**src/rtl/tocador_musica.sv**
```systemverilog
// tocador_musica: steps through one song of the song memory and presents each note for its duration in tick pulses.
// Define TOCADOR_PAUSA_EN to add the pausar input, which freezes the note timer and mutes nota_valida.
module tocador_musica #(
    parameter int N               = 256,
    parameter int TICKS_POR_TEMPO = 4
) (
    input  logic                 clk,
    input  logic                 reset_n,
    input  logic                 iniciar,
    input  logic                 parar,
`ifdef TOCADOR_PAUSA_EN
    input  logic                 pausar,
`endif
    input  logic [3:0]           musica_sel,
    input  logic                 tick,
    input  logic [3:0]           nota_mem,
    input  logic [3:0]           tempo_mem,
    input  logic                 fim_musica_mem,
    output logic [3:0]           musica,
    output logic [$clog2(N)-1:0] addr,
    output logic [3:0]           nota,
    output logic                 nota_valida,
    output logic                 tocando,
    output logic                 fim
);
    localparam int AW = $clog2(N);
    // Wide enough for 16 tempo units times TICKS_POR_TEMPO.
    localparam int DW = 4 + $clog2(TICKS_POR_TEMPO) + 1;
    localparam logic [AW-1:0] ULTIMO_ADDR = AW'(N - 1);

    typedef enum logic [2:0] {
        S_IDLE,
        S_LE,
        S_DECIDE,
        S_TOCA,
        S_FIM
    } state_t;

    state_t        state, state_next;
    logic [DW-1:0] dur, dur_next;
    logic [DW-1:0] cnt, cnt_next;
    logic [AW-1:0] addr_next;
    logic [3:0]    musica_next, nota_next;
    logic          nota_valida_next, fim_next;
    logic [4:0]    unidades;
    logic          pausado, tick_ok, fim_nota, ultimo_addr;

`ifdef TOCADOR_PAUSA_EN
    assign pausado = pausar;
`else
    assign pausado = 1'b0;
`endif

    assign tick_ok     = tick && !pausado;
    assign fim_nota    = tick_ok && (cnt == dur - DW'(1));
    assign ultimo_addr = (addr == ULTIMO_ADDR);

    // NOTE: asynchronous active-low reset; sequential state is written only with non-blocking assignments.
    always_ff @(posedge clk or negedge reset_n) begin
        if (!reset_n) begin
            state <= S_IDLE;
        end else begin
            state <= state_next;
        end
    end

    always_comb begin
        state_next = state;
        if (parar) begin
            state_next = S_IDLE;
        end else begin
            case (state)
                S_IDLE:   if (iniciar) state_next = S_LE;
                S_LE:     state_next = S_DECIDE;
                S_DECIDE: state_next = fim_musica_mem ? S_FIM : S_TOCA;
                S_TOCA:   if (fim_nota) state_next = ultimo_addr ? S_FIM : S_LE;
                S_FIM:    state_next = S_IDLE;
                default:  state_next = S_IDLE;
            endcase
        end
    end

    always_comb begin
        // NOTE: every signal gets a default first so no branch can infer a latch.
        musica_next      = musica;
        addr_next        = addr;
        nota_next        = nota;
        nota_valida_next = nota_valida;
        fim_next         = 1'b0;
        dur_next         = dur;
        cnt_next         = cnt;
        unidades         = (tempo_mem == 4'd0) ? 5'd16 : {1'b0, tempo_mem};
        if (parar) begin
            nota_next        = '0;
            nota_valida_next = 1'b0;
        end else begin
            case (state)
                S_IDLE: begin
                    if (iniciar) begin
                        musica_next = musica_sel;
                        addr_next   = '0;
                    end
                end
                S_DECIDE: begin
                    if (fim_musica_mem) begin
                        nota_next        = '0;
                        nota_valida_next = 1'b0;
                        fim_next         = 1'b1;
                    end else begin
                        // Note 0 with a nonzero tempo is a rest: the timer runs but nothing sounds.
                        nota_next        = nota_mem;
                        nota_valida_next = (nota_mem != 4'd0);
                        dur_next         = DW'(unidades) * DW'(TICKS_POR_TEMPO);
                        cnt_next         = '0;
                    end
                end
                S_TOCA: begin
                    nota_valida_next = (nota != 4'd0) && !pausado;
                    if (tick_ok) begin
                        if (fim_nota) begin
                            if (ultimo_addr) begin
                                nota_next        = '0;
                                nota_valida_next = 1'b0;
                                fim_next         = 1'b1;
                            end else begin
                                addr_next = addr + AW'(1);
                            end
                        end else begin
                            cnt_next = cnt + DW'(1);
                        end
                    end
                end
                default: ;
            endcase
        end
    end

    always_ff @(posedge clk or negedge reset_n) begin
        if (!reset_n) begin
            musica      <= '0;
            addr        <= '0;
            nota        <= '0;
            nota_valida <= 1'b0;
            tocando     <= 1'b0;
            fim         <= 1'b0;
            dur         <= '0;
            cnt         <= '0;
        end else begin
            musica      <= musica_next;
            addr        <= addr_next;
            nota        <= nota_next;
            nota_valida <= nota_valida_next;
            tocando     <= (state_next != S_IDLE);
            fim         <= fim_next;
            dur         <= dur_next;
            cnt         <= cnt_next;
        end
    end

endmodule
```
**config.mk**
```make
export PLATFORM = sky130hd
export DESIGN_NAME = tocador_musica
export DESIGN_NICKNAME = d
export VERILOG_FILES = /design/src/rtl/tocador_musica.sv
export SDC_FILE = /design/constraint.sdc
export NUM_CORES = 1
export LEC_CHECK = 0
export CAP_MARGIN = 20
export CORE_ASPECT_RATIO = 1.5
export CORE_MARGIN = 3
export CORE_UTILIZATION = 45
export DETAILED_ROUTE_END_ITERATION = 12
export PLACE_DENSITY = 0.72
export SYNTH_ARGS = -nofsm -noshare
export SYNTH_HDL_FRONTEND = slang
export SYNTH_SLANG_ARGS = --single-unit
```
**constraint.sdc**
```tcl
create_clock -name clk -period 3.94 [get_ports clk]
set_input_delay 0.788 -clock clk [delete_from_list [all_inputs] [get_ports clk]]
set_output_delay 0.788 -clock clk [all_outputs]
set_load 0.05 [all_outputs]
```
# --- Yosys cells after proc, flatten, opt, wreduce, memory -nomap -nowiden ---
# Index checks and enable logic that the tools add are counted.
word_totals:
  reg_bits: 34
  word_cells: 76
op_classes:
  reduce_logical: 14
  mux: 34
  bitwise: 2
  n_eq_ne: 14
  add_sub_neg: 3
ops:
  columns: ["op", "n"]
  rows:
  - ["8-bit two-way mux", 4]
  - ["7-bit two-way mux", 3]
  - ["4-bit two-way mux", 5]
  - ["8-bit case mux with 2 select lines", 1]
  - ["3-bit two-way mux", 5]
  - ["7-bit case mux with 2 select lines", 1]
  - ["2-bit inequality test, second input constant", 6]
  - ["3-bit case mux with 4 select lines", 1]
  - ["1-bit two-way mux", 10]
  - ["3-bit inequality test, second input constant", 3]
  - ["8-bit by 1-bit adder with 8-bit output, second input constant", 1]
  - ["8-bit == test, second input constant", 1]
  - ["4-bit case mux with 2 select lines", 1]
  - ["4-bit nonzero test", 2]
  - ["7-bit by 1-bit adder with 7-bit output, second input constant", 1]
  - ["7-bit == test", 1]
  - ["7-bit by 1-bit subtractor with 7-bit output, second input constant", 1]
  - ["3-bit by 2-bit == test with 1-bit output, second input constant", 2]
  - ["3-bit AND reduction", 2]
  - ["6-bit AND reduction", 1]
  - ["3-bit nonzero test", 2]
  - ["5-bit two-way mux", 1]
  - ["5-bit AND reduction", 1]
  - ["4-bit logical NOT", 1]
  - ["7 further kinds", 10]

# --- Logic depth before layout (Yosys ltp) ---
# Gate-level depths: netlist of run 1.
logic_depth:
  depth_word: 7
  ltp_mapped: 9

# --- Worst setup path after synthesis of run 1 ---
# Ideal clock, no wire load.
synth_path:
  path_kind: "input-to-reg"
  startpoint: "input parar"
  endpoint: "register cnt[6]"
  cell_stages: 6
  t_arrival_ps: 2126
  path_buffers: 0
  slack_ps: 1736
  cell_sequence: "nor2_4 > nand2_2 > nor3_1 > nand4_1 > or3_1 > a21oi_1"
synth_between:
  elab_chain_cells: 2
synth_lines:
  columns: ["element", "line_no", "text"]
  rows:
  - ["start, declared", "10", "input logic parar,"]
  - ["1-bit inverter (no line)", null, null]
  - ["5-bit AND reduction (no line)", null, null]
  - ["end signal, assigned", "156", "cnt <= cnt_next;"]
  - ["end, declared", "41", "logic [DW-1:0] cnt, cnt_next;"]
# No other way between the ends.
# A chain may end at the register's enable or synchronous reset.

# --- Worst setup path after layout of run 1 ---
# Same ends and word-level chain as after synthesis.

==> results.ini, run 1 <==
[sta]
fin_ws_ns=1.280
rsz0062_at_grt=false
setup_viol=0
tightest_slew_ns=0.6504
hold_viol_final=0
fmax_mhz=375.9
fin_tns_setup_ns=0
fin_crit_sh=0.6752
relSlewSlack=0.5630
drv_slew=0
fin_crit_ns=2.660
clock_skew_ns=0.004938

[final_layout]
nNetsFinal=235
syn_to_final_growth_pct=28.75
fillers=328
drive_gt1_frac=0.1116
diodes=0

[die]
die_area_um2=4677
die_w_um=56.85
io-pin-count=37
start_util=0.4697
coreArea_um2=3716
die_y_um=82.28
rows=27

[outcome]
outcome=complete, no violations

[critical_path]
crit_type=in2reg
endpoint_kind=flop
timing.rr.start=dur[2]
reg2reg_slack_ns=1.56
rr_worst_depth=8
required_ns=4.15
worstPathArrival_ns=2.87
cp_max_fo=7
r2r_end=nota[1]
startpoint_type=primary input

[synthesis]
syn_avg_cell_area_um2=10.09
ys_warn_count=0
yosys.area.top_type=dfrtp_1
synth_area_leaders=dfrtp_1, nand2_1, a22o_1
ys_seq_area_frac=0.4875
synth.distinct_cells=37
syn-num-nets=194
synth_top_area_frac=0.4875
synth_ff_type=dfrtp_1
ys_ff_latch=34
mappedNetlistArea_um2=1745
synth_edf_count=0
synthArstFlopShare=1.000
netlist_instances=173

[drt]
dr.pass1.iters=4
drt_iter0_drc=65
vias=1489
wl_per_cell_um=15.50
drc=0
vias_per_cell=5.771
ant_nets=0
drt-total-wl_um=3999

[cts]
h-tree-depth=2
postCtsSetupBuffers=0
path_clk_slew_ns=0.07
cts_made_buffers=5
root_buffer=clkbuf_8
cts_resized=0
clkLatencyLatePin_ns=0.29
cts_hold_buffers=0
clockBufferDepth=2
cts_tree=built
clock_sinks=34

[pwr]
vdd_drop_max_mv=0.2871
powerDensity_nw_per_um2=420.0
leakage_uw=0.0009754

[placement]
pre_cts_ws_ns=0.9847
dpl.hpwl_um=3033
io_buffers=36
globalplace.congestion=0.7998

[worst_hold_path]
min_path_type=reg2reg
worst_hold_path.endpoint=musica[1]
hold_start=musica[1]
worstHoldPathCells=2

[global_route]
grt_antenna_before_repair=0
first_global_vias=1547
grt_pass1_wl_um=6996
grt_overflow=0
grt_usage=0.1931
grt_max_degree=35

[flow_run]
cap_viol_max_count=0

-- stage by stage --
step | utilization | power, µW | std cells | area, µm² | hold WS (ns)
finish | 0.6047 | 943.8 | 258 | 2247 | 0.4773
CTS | 0.6047 | 955.5 | 258 | 2247 | 0.4823
detailed placement | 0.5791 | 682.2 | 250 | 2152 | 0.4694
floorplan | - | 595.8 | 173 | 1745 | 0.4924
global placement | 0.5791 | 671.5 | 250 | 2152 | 0.4635
global route | 0.6047 | 995.8 | 258 | 2247 | 0.5212
-- per-layer routing --
metal  vias to the layer above  track usage  wire [µm]
met2                        31       0.3484       2157
met5                         -            0          0
li1                        708            -          -
met3                         8      0.05288        189
met1                       742       0.2163       1588
met4                         0      0.07425         64
-- registers in the layout (all words and copies together), names as in the netlist --
name,count
cnt,7
musica,4
nota_valida,1
tocando,1
addr,8
state,3
nota,4
fim,1
dur,5
-- cells in the mapped netlist, types with 2 or more instances --
cell type and instances:
nand4_1 9, xor2_1 3, nor3_1 3, ha_1 3, a31o_2 2, xnor2_1 5
nand2_1 20, nor2b_1 4, or3_1 5, a22o_1 7, nand3_1 3, a31o_1 2
o21ai_1 2, nor2_1 11, a21oi_1 10, mux2_2 4, inv_1 8, o21ai_0 8
and3_1 4, dfrtp_1 34, nor4_1 4, nor3_2 3, nand2b_1 3, clkbuf_1 3
-- how the worst max path moves through the flow --
stage,start,endpoint,cells past startpoint
5_1_grt,parar,cnt[6],7
3_3_place_gp,parar,cnt[6],7
2_1_floorplan,parar,cnt[6],6
4_1_cts,parar,cnt[6],7
6_report,parar,cnt[6],7
3_5_place_dp,parar,cnt[6],7
-- placed cells by master, fill, tap and decap left out, drive strengths merged, types with 2 or more instances in the layout --
master / n
clkdlybuf4s50: 36
dfrtp: 34
nand2: 21
nor2: 12
a21oi: 10
o21ai: 10
nand4: 9
inv: 8
a22o: 7
clkbuf: 6
nor3: 6
xnor2: 5
or3: 5
nor4: 5
and3: 4
nor2b: 4
mux2: 4
a31o: 4
nand2b: 3
xor2: 3
nand3: 3
ha: 3
buf: 2
o41ai: 2
-- kinds of logic (layout without fill, tap and decap cells) --
family          after synthesis  in the layout  synth area share
flops                        34             34            0.4875
buf+inv                      12             54           0.03011
mux                           5              5           0.03154
compound gates               38             38            0.1577
simple gates                 73             73            0.2315
fa+ha+maj                     3              3           0.02151
xor+xnor                      8              8           0.04014
-- final cells by class --
cell class | instances | area (µm²) | area share
sequential | 34 | 850.8 | 0.3786
multi-input combinational | 127 | 842.1 | 0.3747
timing repair buffer | 38 | 375.4 | 0.1670
clock buffer | 6 | 82.58 | 0.03675
tap | 43 | 53.80 | 0.02394
inverter | 8 | 30.03 | 0.01336
clock inverter | 2 | 12.51 | 0.005568
-- where the power goes --
part / switching, µW / internal (µW) / leakage, µW
logic: 153 / 107 / 0.000470
registers: 34.1 / 381 / 0.000458
clock network: 128 / 140 / 0.0000472
total: 315 / 629 / 0.000975
-- critical path, stage by stage --
cell             delay, ns
clkdlybuf4s50_1       0.50
nor2_4                0.18
nand2_2               0.13
nor3_1                0.58
nand4_1               0.18
or3_1                 0.37
a21oi_1               0.15
Note: power is estimated with default switching activity, not from simulation.
==> inputs of run 2 (changes only) <==
==> constraint.sdc (replaced) <==
create_clock -name clk -period 2.5 [get_ports clk]
set_input_delay 0.5 -clock clk [delete_from_list [all_inputs] [get_ports clk]]
set_output_delay 0.5 -clock clk [all_outputs]
set_load 0.05 [all_outputs]
==> results.ini, run 2 (synthesis gave the netlist of run 1 again) <==
[outcome]
outcome=complete, no violations

[final_layout]
mostFrequentLayoutCells=clkdlybuf4s50_1, dfrtp_1, nand2_1
syn_to_final_growth_pct=32.62
final_common_cell=clkdlybuf4s50_1
nNetsFinal=240
multiInputGateArea_um2=853.3
fillers=311
drive_gt1_frac=0.1364
seqCellArea_um2=850.8
largest_register=addr
largest_register_ffs=8
diodes=0
reg_top3=addr x8, cnt x7, dur x5

[critical_path]
crit_family=compound AO/OA/AOI/OAI gates
critPathSlowestCell=dfrtp_1
path_cells=inv_1 > ha_1 > inv_1 > o41ai_2 > o31ai_4 > nor3_4 > o21ai_0 > a21oi_1
crit_start=dur[2]
cp_max_fo=11
reg2reg_slack_ns=0.22
crit_top_cell=inv_1
endpoint=cnt[6]
startpoint_type=flop
timing.rr.start=dur[2]
worstPathArrival_ns=2.48
cp.depth=8
path_buf_inv=2
required_ns=2.69
endpoint_kind=flop
r2r_end=cnt[6]
max_stage_delay_ns=0.42
crit_type=reg2reg
rr_worst_depth=8

[die]
coreArea_um2=3716
die_area_um2=4677
rows=27
die_w_um=56.85
die_y_um=82.28
io-pin-count=37
start_util=0.4697

[sta]
drv_slew=0
relSlewSlack=0.6557
fin_tns_setup_ns=0
hold_viol_final=0
fin_crit_sh=0.9137
tightest_slew_ns=0.5148
fmax_mhz=437.8
clock_skew_ns=0.008634
setup_viol=0
fin_crit_ns=2.284
rsz0062_at_grt=false

[drt]
drt-total-wl_um=4071
drc=0
drt_iter0_drc=24
ant_nets=0
vias_per_cell=5.532
wl_per_cell_um=15.48
dr.pass1.iters=4
vias=1455

[cts]
path_clk_slew_ns=0.08
postCtsSetupBuffers=0
h-tree-depth=2
root_buffer=clkbuf_8
cts_tree=built
cts_hold_buffers=0
clock_sinks=34
cts_made_buffers=5
clkLatencyLatePin_ns=0.29
clockBufferDepth=2

[worst_hold_path]
min_path_type=reg2reg
worstHoldPathCells=2

[global_route]
grt_antenna_before_repair=0
grt_pass1_wl_um=6810
first_global_vias=1543
grt_usage=0.1849
grt_use_met3=0.05132
grt_overflow=0
grt.busiest_layer=met2
use_met1=0.2006
grt_max_degree=35
grtUsageMet2=0.3438

[flow_run]
cap_viol_max_count=0

[placement]
dpl.hpwl_um=3008
globalplace.congestion=0.8805
io_buffers=36

[pwr]
totalPowerFinal_uw=1571
vdd_drop_max_mv=0.5405
leakage_uw=0.001010
powerDensity_nw_per_um2=678.9

-- run 2: cell types whose count changed in the layout (fill, tap and decap cells not counted) --
cell	change
clkbuf_8	-1
bufinv_16	+1
clkinv_2	-1
nor3_1	-1
nor3_4	+1
clkinvlp_4	+1
buf_4	+5
-- run 2: layout make-up --
| type | instances | share of cell area |
|---|---|---|
| multi-input combinational | 127 | 0.3686 |
| sequential | 34 | 0.3676 |
| timing repair buffer | 43 | 0.1784 |
| clock buffer | 5 | 0.02973 |
| tap | 43 | 0.02324 |
| clock inverter | 3 | 0.01946 |
| inverter | 8 | 0.01297 |
-- run 2: worst min-delay path by stage --
stage | slack (ns) | from | to
6_report | 0.50 | musica[3] | musica[3]
4_1_cts | 0.49 | musica[1] | musica[1]
5_1_grt | 0.53 | musica[2] | musica[2]
3_5_place_dp | 0.47 | musica[1] | musica[1]
3_3_place_gp | 0.46 | musica[3] | musica[3]
2_1_floorplan | 0.20 | reset_n | addr[0]
-- run 2: repair_timing --
item                       4_1_cts  5_1_grt
setup endpoints to repair        0        2
gates resized for setup          0        2
hold endpoints to repair         0        0
-- run 2: metal layers --
metal  wire [µm]  share of wire
met1        1621           0.40
met2        2210           0.54
met4          76          0.019
met3         163          0.040
met5           0              0
-- run 2: per-stage QoR --
| step | utilization | worst slack [ns] | cells | hold slack, ns | instance area, µm² |
|---|---|---|---|---|---|
| after floorplan | - | 0.4144 | 173 | 0.2044 | 1745 |
| after global placement | 0.5892 | 0.2389 | 255 | 0.4630 | 2190 |
| after detailed placement | 0.5892 | 0.1498 | 255 | 0.4695 | 2190 |
| after CTS | 0.6199 | 0.1219 | 263 | 0.4943 | 2303 |
| after global routing | 0.6229 | 0.02829 | 263 | 0.5288 | 2315 |
| final | 0.6229 | 0.2158 | 263 | 0.4996 | 2315 |
-- run 2: tightest hold or removal path: stages (launching register included) --
cell     delay [ns]
dfrtp_1        0.36
nand2_1        0.05
nand2_1        0.06
-- run 2: power by group --
| part | switching (µW) | total, µW | internal [µW] |
|---|---|---|---|
| sequential | 53.9 | 655 | 601 |
| combinational | 244 | 416 | 172 |
| clock | 204 | 500 | 296 |
| total | 502 | 1570 | 1070 |
==> inputs of run 3 (changes only) <==
--- a/config.mk
+++ b/config.mk
@@ -11,6 +11,8 @@
 export CORE_UTILIZATION = 45
 export DETAILED_ROUTE_END_ITERATION = 12
 export PLACE_DENSITY = 0.72
+export SKIP_LAST_GASP = 1
 export SYNTH_ARGS = -nofsm -noshare
 export SYNTH_HDL_FRONTEND = slang
 export SYNTH_SLANG_ARGS = --single-unit
+export TNS_END_PERCENT = 10
==> results.ini, run 3 (synthesis gave the netlist of run 1 again) <==
[drt]
wl_per_cell_um=15.52
drt-total-wl_um=4082
ant_nets=0
vias=1453
dr.pass1.iters=4
vias_per_cell=5.525
drt_iter0_drc=25
drc=0

[cts]
clkLatencyLatePin_ns=0.28
cts_made_buffers=5
cts_hold_buffers=0
clockBufferDepth=2
postCtsSetupBuffers=0
cts_tree=built
path_clk_slew_ns=0.08
root_buffer=clkbuf_8
h-tree-depth=2
clock_sinks=34

[pwr]
p_seq_frac=0.417
switchingPower_uw=499.4
power_frac_clock=0.319
internal_power_uw=1069
powerDensity_nw_per_um2=679.1
leakage_uw=0.001010
switching_share=0.3183
power_frac_comb=0.264
vdd_drop_max_mv=0.5401

[die]
die_area_um2=4677
start_util=0.4697
die_y_um=82.28
coreArea_um2=3716
die_w_um=56.85
io-pin-count=37
rows=27

[outcome]
outcome=complete, no violations

[placement]
globalplace.congestion=0.8805
io_buffers=36
dpl.hpwl_um=3008
placed_cell_area_um2=2190

[critical_path]
endpoint_kind=flop
cp_max_fo=6
crit_family=compound AO/OA/AOI/OAI gates
path_cells=inv_1 > ha_1 > inv_1 > o41ai_2 > o31ai_4 > nor3_1 > o22ai_1 > a22o_1
worstPathArrival_ns=2.50
critPathSlowestCell=dfrtp_1
path_buf_inv=2
startpoint_type=flop
required_ns=2.67
crit_type=reg2reg
crit_top_cell=inv_1
max_stage_delay_ns=0.42

[global_route]
grt_overflow=0
grt_pass1_wl_um=6810
grt_usage=0.1849
grt_max_degree=35
first_global_vias=1543
grt_antenna_before_repair=0

[final_layout]
diodes=0
mostFrequentLayoutCells=clkdlybuf4s50_1, dfrtp_1, nand2_1
largest_register=addr
largest_register_ffs=8
fin_area_um2=2310
nNetsFinal=240
syn_to_final_growth_pct=32.33
final_common_cell=clkdlybuf4s50_1
reg_top3=addr x8, cnt x7, dur x5
drive_gt1_frac=0.1318

[sta]
fin_tns_setup_ns=0
fin_crit_sh=0.9343
hold_viol_final=0
fin_crit_ns=2.336
clock_skew_ns=0.008462
drv_slew=0
tightest_slew_ns=0.5148
setup_viol=0
rsz0062_at_grt=true
relSlewSlack=0.6557
fmax_mhz=428.1
whs_ns=0.4997

[flow_run]
cap_viol_max_count=0

[worst_hold_path]
min_path_type=reg2reg

==> run 3: cell counts in the layout (fill, tap and decap cells not counted) <==
Identical to the previous run, type by type.
==> run 3: per-layer routing <==
layer  vias up  track usage  share of wire
met3         8      0.05132          0.039
li1        719            -              -
met4         0      0.06497          0.019
met1       697       0.2006           0.40
met5         -            0              0
met2        29       0.3438           0.55
==> run 3: layout make-up <==
| cell class | instances | area [µm²] |
|---|---|---|
| well taps | 43 | 53.80 |
| inverters | 8 | 30.03 |
| clock inverters | 3 | 45.04 |
| multi-input cells | 127 | 848.3 |
| flip-flops and latches | 34 | 850.8 |
| repair buffers | 43 | 412.9 |
| clock buffers | 5 | 68.82 |
| fillers | 313 | 1406 |
==> run 3: path summary, 6_finish.rpt <==
check / slack [ns] / to / start / cells after the start
max in group asynchronous: 1.56 / dur[5] / reset_n / 2
worst min register to register: 0.50 / musica[3] / musica[3] / 2
worst min-delay path: 0.50 / musica[3] / musica[3] / 2
worst max register to register: 0.16 / nota[0] / dur[2] / 8
min in group asynchronous: 0.61 / cnt[5] / reset_n / 2
worst max-delay path: 0.16 / nota[0] / dur[2] / 8
==> run 3: power by group through the flow <==
| stage | clock network, µW | registers (µW) | logic (µW) |
|---|---|---|---|
| 5_1_grt | 538 | 662 | 452 |
| 3_3_place_gp | 0 | 660 | 400 |
| 6_report | 500 | 655 | 414 |
| 3_5_place_dp | 0 | 664 | 406 |
| 4_1_cts | 509 | 655 | 412 |
| 2_1_floorplan | 0 | 718 | 221 |
==> run 3: stage by stage <==
step	cells	setup slack, ns	total power [µW]	util
2_1_floorplan	173	0.4144	939.0	-
3_3_place_gp	255	0.2389	1060	0.5892
3_5_place_dp	255	0.1498	1070	0.5892
4_1_cts	263	0.1219	1575	0.6199
5_1_grt	263	-0.02042	1652	0.6215
6_report	263	0.1644	1569	0.6215
==> run 3: worst reg2reg max path, stage by stage (launching register included) <==
cell and delay, ns:
dfrtp_1 0.42, inv_1 0.08, ha_1 0.23, inv_1 0.07, o41ai_2 0.40, o31ai_4 0.20, nor3_1 0.37, o22ai_1 0.22
a22o_1 0.23
==> run 3: repair_timing <==
item                                    CTS  global route
endpoints found under the hold margin     0             0
resized for setup                         0             1
endpoints found under the setup margin    0             2
